### src/rtl/tc_pl_cap_gain_pkg.sv
// Shared types and default widths for the capture-channel gain sequencer.
package tc_pl_cap_gain_pkg;

  localparam int GAIN_W         = 2;
  localparam int DAC_W          = 32;
  localparam int LMH_W          = 6;
  localparam int RELAY_W        = 4;
  localparam int SETTLE_CYC_DEF = 1250;

  typedef enum logic [2:0] {
    ST_IDLE   = 3'd0,
    ST_RELAY  = 3'd1,
    ST_SETTLE = 3'd2,
    ST_LMH    = 3'd3,
    ST_DACA   = 3'd4,
    ST_DACB   = 3'd5,
    ST_DELAY  = 3'd6,
    ST_DONE   = 3'd7
  } state_e;

  function automatic int max_int(input int a, input int b);
    return (a > b) ? a : b;
  endfunction

endpackage

### src/rtl/tc_pl_cap_gain_seq_if.sv
// Request/done handshake bundle between the gain sequencer and the FDA/DAC SPI serializers.
interface tc_pl_cap_gain_seq_if #(
  parameter int LMH_W = 6,
  parameter int DAC_W = 32
);
  logic             lmh_req;
  logic [LMH_W-1:0] lmh_data;
  logic             lmh_done;
  logic             dac_req;
  logic             dac_sel;
  logic [DAC_W-1:0] dac_data;
  logic             dac_done;

  modport master (
    output lmh_req, lmh_data, dac_req, dac_sel, dac_data,
    input  lmh_done, dac_done
  );

  modport slave (
    input  lmh_req, lmh_data, dac_req, dac_sel, dac_data,
    output lmh_done, dac_done
  );
endinterface

### src/rtl/tc_pl_cap_gain_tmr.sv
// Loadable down-counter that stops at zero; shared by settle, post-delay and timeout.
module tc_pl_cap_gain_tmr #(
  parameter int W = 32
) (
  input  logic         clk,
  input  logic         rst,
  input  logic         load_i,
  input  logic [W-1:0] load_val_i,
  output logic         zero_o
);
  logic [W-1:0] cnt_q;

  always_ff @(posedge clk) begin
    if (rst)                cnt_q <= '0;
    else if (load_i)        cnt_q <= load_val_i;
    else if (cnt_q != '0)   cnt_q <= cnt_q - 1'b1;
  end

  assign zero_o = (cnt_q == '0);
endmodule

### src/rtl/tc_pl_cap_gain_seq.sv
// Gain-change sequencer: relay -> settle -> LMH SPI -> DAC A/B SPI -> post-delay -> gain_cmpt.
// Optional handshake timeout with sticky gain_err is built when CAP_GAIN_TIMEOUT_EN is defined.
module tc_pl_cap_gain_seq #(
  parameter int GAIN_W     = tc_pl_cap_gain_pkg::GAIN_W,
  parameter int DAC_W      = tc_pl_cap_gain_pkg::DAC_W,
  parameter int LMH_W      = tc_pl_cap_gain_pkg::LMH_W,
  parameter int RELAY_W    = tc_pl_cap_gain_pkg::RELAY_W,
  parameter int DEL_W      = 32,
  parameter int SETTLE_CYC = tc_pl_cap_gain_pkg::SETTLE_CYC_DEF,
  parameter int TO_CYC     = 65535
) (
  input  logic               clk125,
  input  logic               rst,
  input  logic [GAIN_W-1:0]  gain_value,
  input  logic               gain_en,
  input  logic [DEL_W-1:0]   cap_gain_del,
  input  logic [DAC_W-1:0]   cap_gain0_dacA, cap_gain1_dacA, cap_gain2_dacA, cap_gain3_dacA,
  input  logic [DAC_W-1:0]   cap_gain0_dacB, cap_gain1_dacB, cap_gain2_dacB, cap_gain3_dacB,
  input  logic [LMH_W-1:0]   cap_gain0_lmh, cap_gain1_lmh, cap_gain2_lmh, cap_gain3_lmh,
  input  logic [RELAY_W-1:0] cap_gain0_relay, cap_gain1_relay, cap_gain2_relay, cap_gain3_relay,
  output logic [RELAY_W-1:0] relay_out,
  tc_pl_cap_gain_seq_if.master spi,
  output logic               busy,
  output logic               gain_cmpt,
  output logic               gain_err
);
  import tc_pl_cap_gain_pkg::*;

  localparam int TMR_W = max_int(DEL_W, max_int($clog2(SETTLE_CYC + 1), $clog2(TO_CYC + 1)));

  state_e              state_q, state_d;
  logic                pend_vld_q, pend_vld_d;
  logic [GAIN_W-1:0]   pend_idx_q, pend_idx_d;
  logic                acc;
  logic [GAIN_W-1:0]   acc_idx;
  logic [RELAY_W-1:0]  relay_lat_q, relay_out_q, sel_relay;
  logic [LMH_W-1:0]    lmh_q, sel_lmh;
  logic [DAC_W-1:0]    daca_q, dacb_q, sel_daca, sel_dacb;
  logic [DEL_W-1:0]    del_q;
  logic                tmr_load, tmr_zero;
  logic [TMR_W-1:0]    tmr_val;
`ifdef CAP_GAIN_TIMEOUT_EN
  localparam logic [TMR_W-1:0] TO_LOAD = TMR_W'(TO_CYC - 1);
  logic                to_hit;
  logic                err_q;
`endif

  tc_pl_cap_gain_tmr #(.W(TMR_W)) u_tmr (
    .clk        (clk125),
    .rst        (rst),
    .load_i     (tmr_load),
    .load_val_i (tmr_val),
    .zero_o     (tmr_zero)
  );

  always_comb begin
    // NOTE: every signal gets a default before the case so no path leaves it unassigned (no latch).
    state_d    = state_q;
    acc        = 1'b0;
    acc_idx    = gain_value;
    pend_vld_d = pend_vld_q;
    pend_idx_d = pend_idx_q;
    tmr_load   = 1'b0;
    tmr_val    = '0;
`ifdef CAP_GAIN_TIMEOUT_EN
    to_hit     = 1'b0;
`endif
    case (state_q)
      ST_IDLE: if (gain_en || pend_vld_q) begin
        acc     = 1'b1;
        acc_idx = gain_en ? gain_value : pend_idx_q;
        state_d = ST_RELAY;
      end
      ST_RELAY: begin
        tmr_load = 1'b1;
        tmr_val  = TMR_W'(SETTLE_CYC - 1);
        state_d  = ST_SETTLE;
      end
      ST_SETTLE: if (tmr_zero) begin
        state_d = ST_LMH;
`ifdef CAP_GAIN_TIMEOUT_EN
        tmr_load = 1'b1;
        tmr_val  = TO_LOAD;
`endif
      end
      ST_LMH, ST_DACA, ST_DACB: begin
        if ((state_q == ST_LMH) ? spi.lmh_done : spi.dac_done) begin
          if (state_q == ST_DACB) begin
            if (del_q == '0) state_d = ST_DONE;
            else begin
              state_d  = ST_DELAY;
              tmr_load = 1'b1;
              tmr_val  = TMR_W'(del_q - DEL_W'(1));
            end
          end else begin
            state_d = (state_q == ST_LMH) ? ST_DACA : ST_DACB;
`ifdef CAP_GAIN_TIMEOUT_EN
            tmr_load = 1'b1;
            tmr_val  = TO_LOAD;
`endif
          end
        end
`ifdef CAP_GAIN_TIMEOUT_EN
        else if (tmr_zero) begin
          to_hit  = 1'b1;
          state_d = ST_DONE;
        end
`endif
      end
      ST_DELAY: if (tmr_zero) state_d = ST_DONE;
      ST_DONE: begin
        if (pend_vld_q) begin
          acc     = 1'b1;
          acc_idx = pend_idx_q;
          state_d = ST_RELAY;
        end else begin
          state_d = ST_IDLE;
        end
      end
      default: state_d = ST_IDLE;
    endcase

    // Accept consumes the slot; a request seen outside IDLE (including DONE) refills it.
    if (acc) pend_vld_d = 1'b0;
    if (gain_en && state_q != ST_IDLE) begin
      pend_vld_d = 1'b1;
      pend_idx_d = gain_value;
    end
  end

  always_comb begin
    sel_relay = cap_gain0_relay;
    sel_lmh   = cap_gain0_lmh;
    sel_daca  = cap_gain0_dacA;
    sel_dacb  = cap_gain0_dacB;
    case (acc_idx)
      GAIN_W'(1): begin
        sel_relay = cap_gain1_relay; sel_lmh = cap_gain1_lmh;
        sel_daca  = cap_gain1_dacA;  sel_dacb = cap_gain1_dacB;
      end
      GAIN_W'(2): begin
        sel_relay = cap_gain2_relay; sel_lmh = cap_gain2_lmh;
        sel_daca  = cap_gain2_dacA;  sel_dacb = cap_gain2_dacB;
      end
      GAIN_W'(3): begin
        sel_relay = cap_gain3_relay; sel_lmh = cap_gain3_lmh;
        sel_daca  = cap_gain3_dacA;  sel_dacb = cap_gain3_dacB;
      end
      default: ;
    endcase
  end

  always_ff @(posedge clk125) begin
    // NOTE: state registers use non-blocking assignments so every flop samples pre-edge values.
    if (rst) begin
      state_q     <= ST_IDLE;
      pend_vld_q  <= 1'b0;
      pend_idx_q  <= '0;
      relay_lat_q <= '0;
      relay_out_q <= '0;
      lmh_q       <= '0;
      daca_q      <= '0;
      dacb_q      <= '0;
      del_q       <= '0;
    end else begin
      state_q    <= state_d;
      pend_vld_q <= pend_vld_d;
      pend_idx_q <= pend_idx_d;
      if (acc) begin
        relay_lat_q <= sel_relay;
        lmh_q       <= sel_lmh;
        daca_q      <= sel_daca;
        dacb_q      <= sel_dacb;
        del_q       <= cap_gain_del;
      end
      if (state_q == ST_RELAY) relay_out_q <= relay_lat_q;
    end
  end

`ifdef CAP_GAIN_TIMEOUT_EN
  always_ff @(posedge clk125) begin
    if (rst)         err_q <= 1'b0;
    else if (acc)    err_q <= 1'b0;
    else if (to_hit) err_q <= 1'b1;
  end
  assign gain_err = err_q;
`else
  assign gain_err = 1'b0;
`endif

  // Requests and payloads decode straight from the state register, so they only move on transitions.
  assign spi.lmh_req  = (state_q == ST_LMH);
  assign spi.lmh_data = (state_q == ST_LMH) ? lmh_q : '0;
  assign spi.dac_req  = (state_q == ST_DACA) || (state_q == ST_DACB);
  assign spi.dac_sel  = (state_q == ST_DACB);
  assign spi.dac_data = (state_q == ST_DACA) ? daca_q :
                        (state_q == ST_DACB) ? dacb_q : '0;
  assign relay_out    = relay_out_q;
  assign busy         = (state_q != ST_IDLE);
  assign gain_cmpt    = (state_q == ST_DONE);
endmodule

### src/flat_wrapper.sv
// flat-port wrapper written by rule: the top's interface ports become plain ports
module tc_pl_cap_gain_seq_flat import tc_pl_cap_gain_pkg::*;
#(
  parameter int GAIN_W     = tc_pl_cap_gain_pkg::GAIN_W,
  parameter int DAC_W      = tc_pl_cap_gain_pkg::DAC_W,
  parameter int LMH_W      = tc_pl_cap_gain_pkg::LMH_W,
  parameter int RELAY_W    = tc_pl_cap_gain_pkg::RELAY_W,
  parameter int DEL_W      = 32,
  parameter int SETTLE_CYC = tc_pl_cap_gain_pkg::SETTLE_CYC_DEF,
  parameter int TO_CYC     = 65535
)
  (clk125, rst, gain_value, gain_en, cap_gain_del, cap_gain0_dacA, cap_gain1_dacA, cap_gain2_dacA, cap_gain3_dacA, cap_gain0_dacB, cap_gain1_dacB, cap_gain2_dacB, cap_gain3_dacB, cap_gain0_lmh, cap_gain1_lmh, cap_gain2_lmh, cap_gain3_lmh, cap_gain0_relay, cap_gain1_relay, cap_gain2_relay, cap_gain3_relay, relay_out, busy, gain_cmpt, gain_err, spi_lmh_req, spi_lmh_data, spi_dac_req, spi_dac_sel, spi_dac_data, spi_lmh_done, spi_dac_done);
  tc_pl_cap_gain_seq_if #(.LMH_W(LMH_W), .DAC_W(DAC_W)) spi_i ();
  input  logic clk125;
  input  logic rst;
  input  logic [GAIN_W-1:0] gain_value;
  input  logic gain_en;
  input  logic [DEL_W-1:0] cap_gain_del;
  input  logic [DAC_W-1:0] cap_gain0_dacA;
  input  logic [DAC_W-1:0] cap_gain1_dacA;
  input  logic [DAC_W-1:0] cap_gain2_dacA;
  input  logic [DAC_W-1:0] cap_gain3_dacA;
  input  logic [DAC_W-1:0] cap_gain0_dacB;
  input  logic [DAC_W-1:0] cap_gain1_dacB;
  input  logic [DAC_W-1:0] cap_gain2_dacB;
  input  logic [DAC_W-1:0] cap_gain3_dacB;
  input  logic [LMH_W-1:0] cap_gain0_lmh;
  input  logic [LMH_W-1:0] cap_gain1_lmh;
  input  logic [LMH_W-1:0] cap_gain2_lmh;
  input  logic [LMH_W-1:0] cap_gain3_lmh;
  input  logic [RELAY_W-1:0] cap_gain0_relay;
  input  logic [RELAY_W-1:0] cap_gain1_relay;
  input  logic [RELAY_W-1:0] cap_gain2_relay;
  input  logic [RELAY_W-1:0] cap_gain3_relay;
  output logic [RELAY_W-1:0] relay_out;
  output logic busy;
  output logic gain_cmpt;
  output logic gain_err;
  output wire logic [$bits(spi_i.lmh_req)-1:0] spi_lmh_req;
  output wire logic [$bits(spi_i.lmh_data)-1:0] spi_lmh_data;
  output wire logic [$bits(spi_i.dac_req)-1:0] spi_dac_req;
  output wire logic [$bits(spi_i.dac_sel)-1:0] spi_dac_sel;
  output wire logic [$bits(spi_i.dac_data)-1:0] spi_dac_data;
  input wire logic [$bits(spi_i.lmh_done)-1:0] spi_lmh_done;
  input wire logic [$bits(spi_i.dac_done)-1:0] spi_dac_done;
  assign spi_lmh_req = spi_i.lmh_req;
  assign spi_lmh_data = spi_i.lmh_data;
  assign spi_dac_req = spi_i.dac_req;
  assign spi_dac_sel = spi_i.dac_sel;
  assign spi_dac_data = spi_i.dac_data;
  assign spi_i.lmh_done = spi_lmh_done;
  assign spi_i.dac_done = spi_dac_done;
  tc_pl_cap_gain_seq #(.GAIN_W(GAIN_W), .DAC_W(DAC_W), .LMH_W(LMH_W), .RELAY_W(RELAY_W), .DEL_W(DEL_W), .SETTLE_CYC(SETTLE_CYC), .TO_CYC(TO_CYC)) u_core (.clk125(clk125), .rst(rst), .gain_value(gain_value), .gain_en(gain_en), .cap_gain_del(cap_gain_del), .cap_gain0_dacA(cap_gain0_dacA), .cap_gain1_dacA(cap_gain1_dacA), .cap_gain2_dacA(cap_gain2_dacA), .cap_gain3_dacA(cap_gain3_dacA), .cap_gain0_dacB(cap_gain0_dacB), .cap_gain1_dacB(cap_gain1_dacB), .cap_gain2_dacB(cap_gain2_dacB), .cap_gain3_dacB(cap_gain3_dacB), .cap_gain0_lmh(cap_gain0_lmh), .cap_gain1_lmh(cap_gain1_lmh), .cap_gain2_lmh(cap_gain2_lmh), .cap_gain3_lmh(cap_gain3_lmh), .cap_gain0_relay(cap_gain0_relay), .cap_gain1_relay(cap_gain1_relay), .cap_gain2_relay(cap_gain2_relay), .cap_gain3_relay(cap_gain3_relay), .relay_out(relay_out), .spi(spi_i), .busy(busy), .gain_cmpt(gain_cmpt), .gain_err(gain_err));
endmodule
### config.mk
export PLATFORM = sky130hd
export DESIGN_NAME = tc_pl_cap_gain_seq_flat
export DESIGN_NICKNAME = d
export VERILOG_FILES = /design/src/rtl/tc_pl_cap_gain_pkg.sv /design/src/rtl/tc_pl_cap_gain_seq_if.sv /design/src/rtl/tc_pl_cap_gain_tmr.sv /design/src/rtl/tc_pl_cap_gain_seq.sv /design/src/flat_wrapper.sv
export SDC_FILE = /design/constraint.sdc
export NUM_CORES = 1
export LEC_CHECK = 0
export ABC_AREA = 1
export CELL_PAD_IN_SITES_DETAIL_PLACEMENT = 1
export CELL_PAD_IN_SITES_GLOBAL_PLACEMENT = 2
export CORE_MARGIN = 3
export CORE_UTILIZATION = 24
export DETAILED_ROUTE_END_ITERATION = 10
export GPL_TIMING_DRIVEN = 0
export HOLD_SLACK_MARGIN = 0.05
export PLACE_DENSITY_LB_ADDON = 0.1
export SYNTH_ARGS = -nofsm -noshare
export SYNTH_HDL_FRONTEND = slang
export SYNTH_HIERARCHICAL = 1
export SYNTH_SLANG_ARGS = --single-unit
export TNS_END_PERCENT = 1
### constraint.sdc
create_clock -name clk125 -period 4.4 [get_ports clk125]
set_clock_uncertainty 0.15 [all_clocks]
set_input_delay 0.88 -clock clk125 [delete_from_list [all_inputs] [get_ports clk125]]
set_output_delay 0.88 -clock clk125 [all_outputs]
set_load 0.05 [all_outputs]
==> results by group, run 1 <==
Clocking
  – Clock buffer depth: 2
  – TritonCTS clock tree: yes
  – Cts hold-fix bufs: 0
  – Clock sinks: around 150
  – Root buf cell: clkbuf_16
  – CTS H-tree depth: 4
  – Skew-Pair Late Insertion Delay: ~440 ps
  – CTS Buf Count: 17
  – Clk slew on worst S/H paths: around 70 ps

Global routing
  – Largest net degree at the start of global routing: 18
  – Total grt overflow: 0
  – Global-route wire length before repair: around 83,000 um
  – Initial antenna violation count: 8
  – All-Layer GR Usage: 0.231
  – Vias in the first global route: roughly 14,000

Outcome
  – Status: complete, no violations

Routing
  – DRC: 0
  – Final WL: around 56,000 um
  – Via density: approximately 4.6
  – Total vias in the final route: 13,100
  – Starting DRT DRC Count: 649
  – Wire per inst: between 15 and 20 um
  – Antenna Violating Nets Remaining: 0
  – DRT Pass-1 Iters: 5

Worst hold path
  – Hold depth: 2
  – Type of the worst min-delay path: register to register
  – Worst Hold Endpoint: u_core/relay_out[1]$_SDFFE_PP0P_
  – Hold path start: u_core/relay_out[1]$_SDFFE_PP0P_

Worst setup path
  – Bufs and invs on worst path: 6
  – CP max FO: 10
  – Reg2reg end: u_core/u_tmr/cnt_q[4]$_SDFFE_PP0P_
  – Critical path class: register to register
  – Critical path cell sequence: buf_4 > inv_2 > nand3_2 > or2_2 > o21ai_0 > nand3b_1 > buf_2 > nand2_1 > buf_4 > clkinv_1 > clkbuf_1 > nand2_1 > o221ai_1 > nor2_1
  – CP Data Required Time: 4560 ps
  – Slowest cell on crit path: clkbuf_1
  – Worst r2r src: u_core/state_q[2]$_SDFFE_PP0P_
  – Worst path max stage delay: ~500 ps
  – Worst reg-to-reg path cell count: 14
  – CP Launch Type: register
  – Arr. time, crit path: 4190 ps
  – Worst R2R Setup Slack: between 300 and 400 ps
  – CP top delay family: simple AND/OR/NAND/NOR gates
  – Crit. End Element: register

Power
  – Switching share of power: 0.520
  – Gate power share: 0.588
  – Sequential share of power: 0.249
  – Switching Power: approximately 0.0047 W
  – Int Pwr: 0.00437 W
  – VDD IR max: around 0.3 mV
  – Power per Cell Area: around 570 nW/um^2
  – Pwr Total: 0.00909 W
  – Pleak: ~7 nW
  – Clk pwr share: 0.163

Floorplan
  – Die H: about 220 um
  – Io pins: approximately 380
  – Floorplan core area: roughly 44,000 um^2
  – Die X: 218 um
  – Num rows: between 70 and 80
  – Initial Util: 0.247
  – Die area: approximately 47,000 um^2

STA
  – Setup TNS: 0 ps
  – Final worst-path cycle share: 0.917
  – Worst hold slack: around 300 ps
  – Unrepaired setup endpoints after global routing: false
  – Worst Tran Pin Value: roughly 790 ps
  – Hold Vio Cnt, Final: 0
  – Max-slew violations: 0
  – Min Clock Period, post-route: roughly 4000 ps
  – Fmax: ~250 MHz
  – Worst slew margin: 0.474
  – Setup violators final: 0
  – Final worst slack: roughly 360 ps

Logic synthesis
  – Top cells by count, synth: 485 x nand2_1, 226 x nor2_1, 224 x inv_1, 214 x nand3_1, 148 x dfxtp_1
  – Synth Cell Area: 10,800 um^2
  – Yosys cell types: slightly above 40
  – Ys flop type: dfxtp_1
  – Syn Nets: about 2,100
  – Number of synthesis warnings: 6
  – Seq cells post-synth: 148
  – Asr flop ratio synth: 0
  – Syn_area_per_cell: 5.94 um^2
  – Post-synth top area share: 0.275
  – Cells after synthesis: 1,810
  – EDFF count, synth: 0
  – Seq/Total Area, Yosys: 0.275
  – Area leader, netlist: dfxtp_1
  – Cells taking the most area after synthesis: dfxtp_1 28%, nand2_1 17%, nand3_1 10%
  – Most numerous cell in the Yosys netlist: nand2_1

Placement
  – DP Wirelength: about 47,000 um
  – Routability cong.: ~0.86
  – Placement Setup Slack: -66.7 ps
  – Total placed cells including tap cells: about 2,800
  – Port bufs: around 380

Final layout
  – Final Net Count: between 2,000 and 3,000
  – Fin cells: ~2,800
  – Area grow syn2layout: 47.9%
  – Share of layout cells above drive strength 1: 0.0670

Run
  – Max-Cap Viols: 0
## power groups by stage
stage / clock network [W] / registers [W] / logic [W]
after global routing: 0.00159 / 0.00232 / 0.00599
after floorplan: 0 / 0.00216 / 0.00355
after global placement: 0 / 0.00228 / 0.00528
final: 0.00149 / 0.00226 / 0.00535
after CTS: 0.00153 / 0.00226 / 0.00540
after detailed placement: 0 / 0.00228 / 0.00537
## routing by layer
metal,global-route usage,part of all wire
met2,0.412,0.49
met4,0.0557,0.020
met5,0,0.00086
met3,0.0546,0.054
met1,0.280,0.43
## logic make-up (layout without fill, tap and decap cells)
group	after synthesis	in the layout	share of synthesized area
flip-flops	148	148	0.275
other	1	7	0.000349
buffers and inverters	339	752	0.129
AND/OR/NAND/NOR	1000	1000	0.403
XOR/XNOR	42	42	0.0342
AO/OA/AOI/OAI	277	277	0.155
adder cells (fa/ha/maj)	3	3	0.00349
## state kept, by name, indices dropped and copies added (netlist names)
name / flops
u_core/pend_vld_q: 1
u_core/relay_out: 4
u_core/daca_q: 32
u_core/lmh_q: 6
u_core/u_tmr/cnt_q: 32
u_core/relay_lat_q: 4
u_core/del_q: 32
u_core/pend_idx_q: 2
u_core/dacb_q: 32
u_core/state_q: 3
## final cells by class
cell class              count  area (um^2)
plain buffers             109          520
diodes                      6         15.0
well taps                 585          732
clock inverters            15          159
fillers                  5595        27700
multi-input cells        1323         6420
flip-flops and latches    148         2960
clock buffers              17          425
inverters                 230          863
repair buffers            381         3810
## worst max-delay path by stage
stage,start,to,slack [ps],cells past startpoint
final,u_core/state_q[2]$_SDFFE_PP0P_,u_core/u_tmr/cnt_q[4]$_SDFFE_PP0P_,360,14
after global routing,u_core/state_q[2]$_SDFFE_PP0P_,u_core/u_tmr/cnt_q[0]$_SDFFE_PP0P_,70,14
after CTS,u_core/state_q[2]$_SDFFE_PP0P_,u_core/u_tmr/cnt_q[4]$_SDFFE_PP0P_,310,14
after detailed placement,u_core/state_q[2]$_SDFFE_PP0P_,u_core/u_tmr/cnt_q[4]$_SDFFE_PP0P_,-70,14
after global placement,u_core/state_q[2]$_SDFFE_PP0P_,u_core/u_tmr/cnt_q[15]$_SDFFE_PP0P_,-50,14
after floorplan,u_core/state_q[1]$_SDFFE_PP0P_,spi_dac_data[22],1430,6
## stage by stage
stage,instance area [um^2],utilization
after detailed placement,15300,0.351
after global routing,15900,0.364
after global placement,15300,0.351
after CTS,15900,0.364
final,15900,0.364
after floorplan,10800,-
## cells in the final DEF, fill, tap and decap left out, drive strengths merged
| cell | netlist | layout |
|---|---|---|
| ha | 3 | 3 |
| a31oi | 1 | 1 |
| nor4 | 4 | 4 |
| nand3 | 216 | 216 |
| o221ai | 1 | 1 |
| nand4 | 13 | 13 |
| o21ai | 105 | 105 |
| nor2 | 240 | 240 |
| dfxtp | 148 | 148 |
| nand3b | 3 | 3 |
| o211a | 1 | 1 |
| xnor2 | 15 | 15 |
| clkbuf | 54 | 71 |
| o21bai | 1 | 1 |
| xor2 | 27 | 27 |
| conb | 1 | 1 |
| nand2 | 505 | 505 |
| a21oi | 107 | 107 |
| inv | 228 | 240 |
| a32o | 32 | 32 |
| nor3 | 8 | 8 |
| or2 | 10 | 10 |
| clkinv | 2 | 5 |
| and3 | 1 | 1 |
| a21boi | 27 | 27 |
| clkdlybuf4s50 | 0 | 381 |
| diode | 0 | 6 |
| o211ai | 2 | 2 |
| buf | 55 | 55 |
## repair_timing
item                                    4_1_cts  5_1_grt
resized for setup                             1        0
buffers inserted                              0        0
endpoints found under the setup margin        5        0
## worst register-to-register path, cell delays in order (launching register included)
cell and delay, ps:
dfxtp_1 300, buf_4 160, inv_2 130, nand3_2 410, or2_2 450, o21ai_0 250, nand3b_1 280, buf_2 270
nand2_1 80, buf_4 200, clkinv_1 170, clkbuf_1 500, nand2_1 330, o221ai_1 150, nor2_1 60
(Power assumes the default switching activity.)
==> inputs of run 2 (changes only) <==
--- a/config.mk
+++ b/config.mk
@@ -14,6 +14,7 @@
 export GPL_TIMING_DRIVEN = 0
 export HOLD_SLACK_MARGIN = 0.05
 export PLACE_DENSITY_LB_ADDON = 0.1
+export REMOVE_ABC_BUFFERS = 1
 export SYNTH_ARGS = -nofsm -noshare
 export SYNTH_HDL_FRONTEND = slang
 export SYNTH_HIERARCHICAL = 1
==> run 2 against run 1 <==
  * Via count decreased by 4.0%
  * Global-route usage decreased by 2.3 points
  * Clock-buffer cell count increased by 4
  * Critical path type is now register to primary output
  * Highest routed layer unchanged
  * Sequential power about the same
  * Combinational power decreased by 6.4%
  * Setup slack got worse by 120 ps
  * Hold slack got worse by 1.5 ps
  * Non-clock buffer count decreased by 97
  * Flip-flop and latch count unchanged
  * Largest power group unchanged
  * Register-to-register slack improved by 90 ps
  * Final cell count decreased by 3.6%
  * Critical path depth decreased by 9
==> results by group, run 2 (synthesis results as in run 1) <==
Placement
  – DP Area: 15,000 um^2 (-2.1%)
  – Placement Setup Slack: -1970 ps (-1910 ps)
  – Port bufs: 381 (unchanged)
  – DP Wirelength: 37,700 um (-20%)
  – Routability cong.: 0.802 (-6.6%)

Floorplan
  – Die H: 218 um (unchanged)
  – Die area: 47,400 um^2 (unchanged)
  – Initial Util: 0.247 (unchanged)
  – Floorplan core area: 43,600 um^2 (unchanged)
  – Num rows: 76 (unchanged)
  – Die X: 218 um (unchanged)
  – Io pins: 383 (unchanged)

STA
  – Final worst-path cycle share: 0.945 (+0.0278)
  – Min Clock Period, post-route: 4160 ps (+122 ps)
  – Hold Vio Cnt, Final: 0 (unchanged)
  – Setup violators final: 0 (unchanged)
  – Worst Tran Pin Value: 816 ps (+26.3 ps)
  – Fmax: 240 MHz (-2.9%)
  – Unrepaired setup endpoints after global routing: false
  – Worst slew margin: 0.456 (-0.0175)
  – Max-slew violations: 0 (unchanged)
  – Final worst slack: 242 ps (-122 ps)

Clocking
  – Clk slew on worst S/H paths: 60 ps (about the same)
  – CTS H-tree depth: 4 (unchanged)
  – TritonCTS clock tree: yes
  – Clock sinks: 148 (unchanged)
  – Skew-Pair Late Insertion Delay: 440 ps (about the same)
  – CTS Buf Count: 17 (unchanged)
  – Cts hold-fix bufs: 0 (unchanged)
  – Root buf cell: clkbuf_16
  – Clock buffer depth: 2 (unchanged)

Outcome
  – Status: complete, no violations

Routing
  – Final WL: 49,700 um (-11%)
  – Starting DRT DRC Count: 425 (-35%)
  – Via density: 4.62 (-0.47%)
  – Total vias in the final route: 12,500 (-4.0%)
  – Wire per inst: 18.3 um (-7.5%)
  – DRC: 0 (unchanged)
  – Antenna Violating Nets Remaining: 0 (unchanged)
  – DRT Pass-1 Iters: 4 (-1)

Final layout
  – Most frequent cells in the layout: 482 x nand2_1, 380 x clkdlybuf4s50_1, 226 x nor2_1
  – Most common cell after layout, fill and taps aside: nand2_1
  – Final Cell Area: 15,700 um^2 (-1.6%)
  – Share of layout cells above drive strength 1: 0.0527 (-0.0143)
  – Final Net Count: 2,452 (-3.8%)
  – Area grow syn2layout: 45.6%
  – Post-layout util: 0.359 (-0.00568)

Power
  – Power per Cell Area: 554 nW/um^2 (-3.2%)
  – Pleak: 6.82 nW (-2.9%)
  – VDD IR max: 0.306 mV (-0.90%)

Worst setup path
  – Crit path from: u_core/state_q[1]$_SDFFE_PP0P_
  – Crit. End Element: primary output
  – CP Data Required Time: 3370 ps (-1190 ps)
  – Arr. time, crit path: 3130 ps (-1060 ps)
  – CP max FO: 35 (+25)
  – Worst r2r src: u_core/state_q[1]$_SDFFE_PP0P_
  – CP Launch Type: register
  – Critical path class: register to primary output

Global routing
  – Largest net degree at the start of global routing: 116 (+98)
  – Vias in the first global route: 13,100 (-4.3%)
  – Total grt overflow: 0 (unchanged)
  – All-Layer GR Usage: 0.208 (-0.0228)
  – Initial antenna violation count: 10 (+2)
  – Global-route wire length before repair: 76,100 um (-8.5%)

Worst hold path
  – Type of the worst min-delay path: register to register
  – Hold path start: u_core/relay_out[2]$_SDFFE_PP0P_

Run
  – Max-Cap Viols: 0 (unchanged)
## run 2: changes by cell type in the layout (fill, tap and decap cells not counted), moves of 3 or more
cell,previous run,this run
inv_8,5,0
buf_4,12,3
buf_1,3,0
clkbuf_8,0,3
clkbuf_1,51,1
clkinv_2,0,5
buf_16,0,6
buf_2,38,0
nand2_1,485,482
clkbuf_2,3,0
inv_6,7,1
clkinvlp_4,0,4
buf_12,0,4
## run 2: per-stage QoR
step	setup TNS, ps	total power, W	hold slack (ps)	cells
3_3_place_gp	-581030	0.00727	284	2667
4_1_cts	-6150	0.00881	301	2708
3_5_place_dp	-94050	0.00732	290	2675
2_1_floorplan	-42830	0.00555	286	1701
6_report	0	0.00867	298	2714
5_1_grt	0	0.00954	312	2714
## run 2: critical path: stages, from the launching register on
cell and delay, ps:
dfxtp_1 530, inv_1 120, nand3_1 180, clkinv_2 610, a32o_1 460, clkdlybuf4s50_1 780
## run 2: final timing paths
check | to | slack [ps] | cells past startpoint
hold / removal | u_core/relay_out[2]$_SDFFE_PP0P_ | 300 | 2
setup reg to reg | u_core/daca_q[31]$_SDFFE_PP0P_ | 450 | 13
hold reg to reg | u_core/relay_out[2]$_SDFFE_PP0P_ | 300 | 2
setup / recovery | spi_dac_data[2] | 240 | 5
## run 2: cell type report
class                      instances  area [um^2]
tap                              585          732
antenna                            4         10.0
multi-input combinational       1324         6450
inverter                         230          878
fill                            5594        28000
timing repair buffer             393         4070
sequential                       148         2960
clock buffer                      21          470
clock inverter                     9         81.3
## run 2: per-layer routing
| layer | track usage | wire length [um] | share of wire | vias up |
|---|---|---|---|---|
| met5 | 0 | 99 | 0.0020 | - |
| met4 | 0.0585 | 826 | 0.017 | 12 |
| met3 | 0.0567 | 2880 | 0.058 | 51 |
| met2 | 0.379 | 25400 | 0.51 | 226 |
| met1 | 0.238 | 20500 | 0.41 | 5903 |
| li1 | - | - | - | 6352 |
## run 2: repair_timing
item | CTS | global route
cloned | 1 | 0
setup buffers | 2 | 0
resized for setup | 4 | 6
endpoints found under the setup margin | 138 | 78
pin swaps | 2 | 0
## run 2: where the power goes
group          switching (W)  internal [W]
clock network       0.000614      0.000813
registers           0.000413       0.00182
logic                0.00328       0.00174
total                0.00430       0.00437
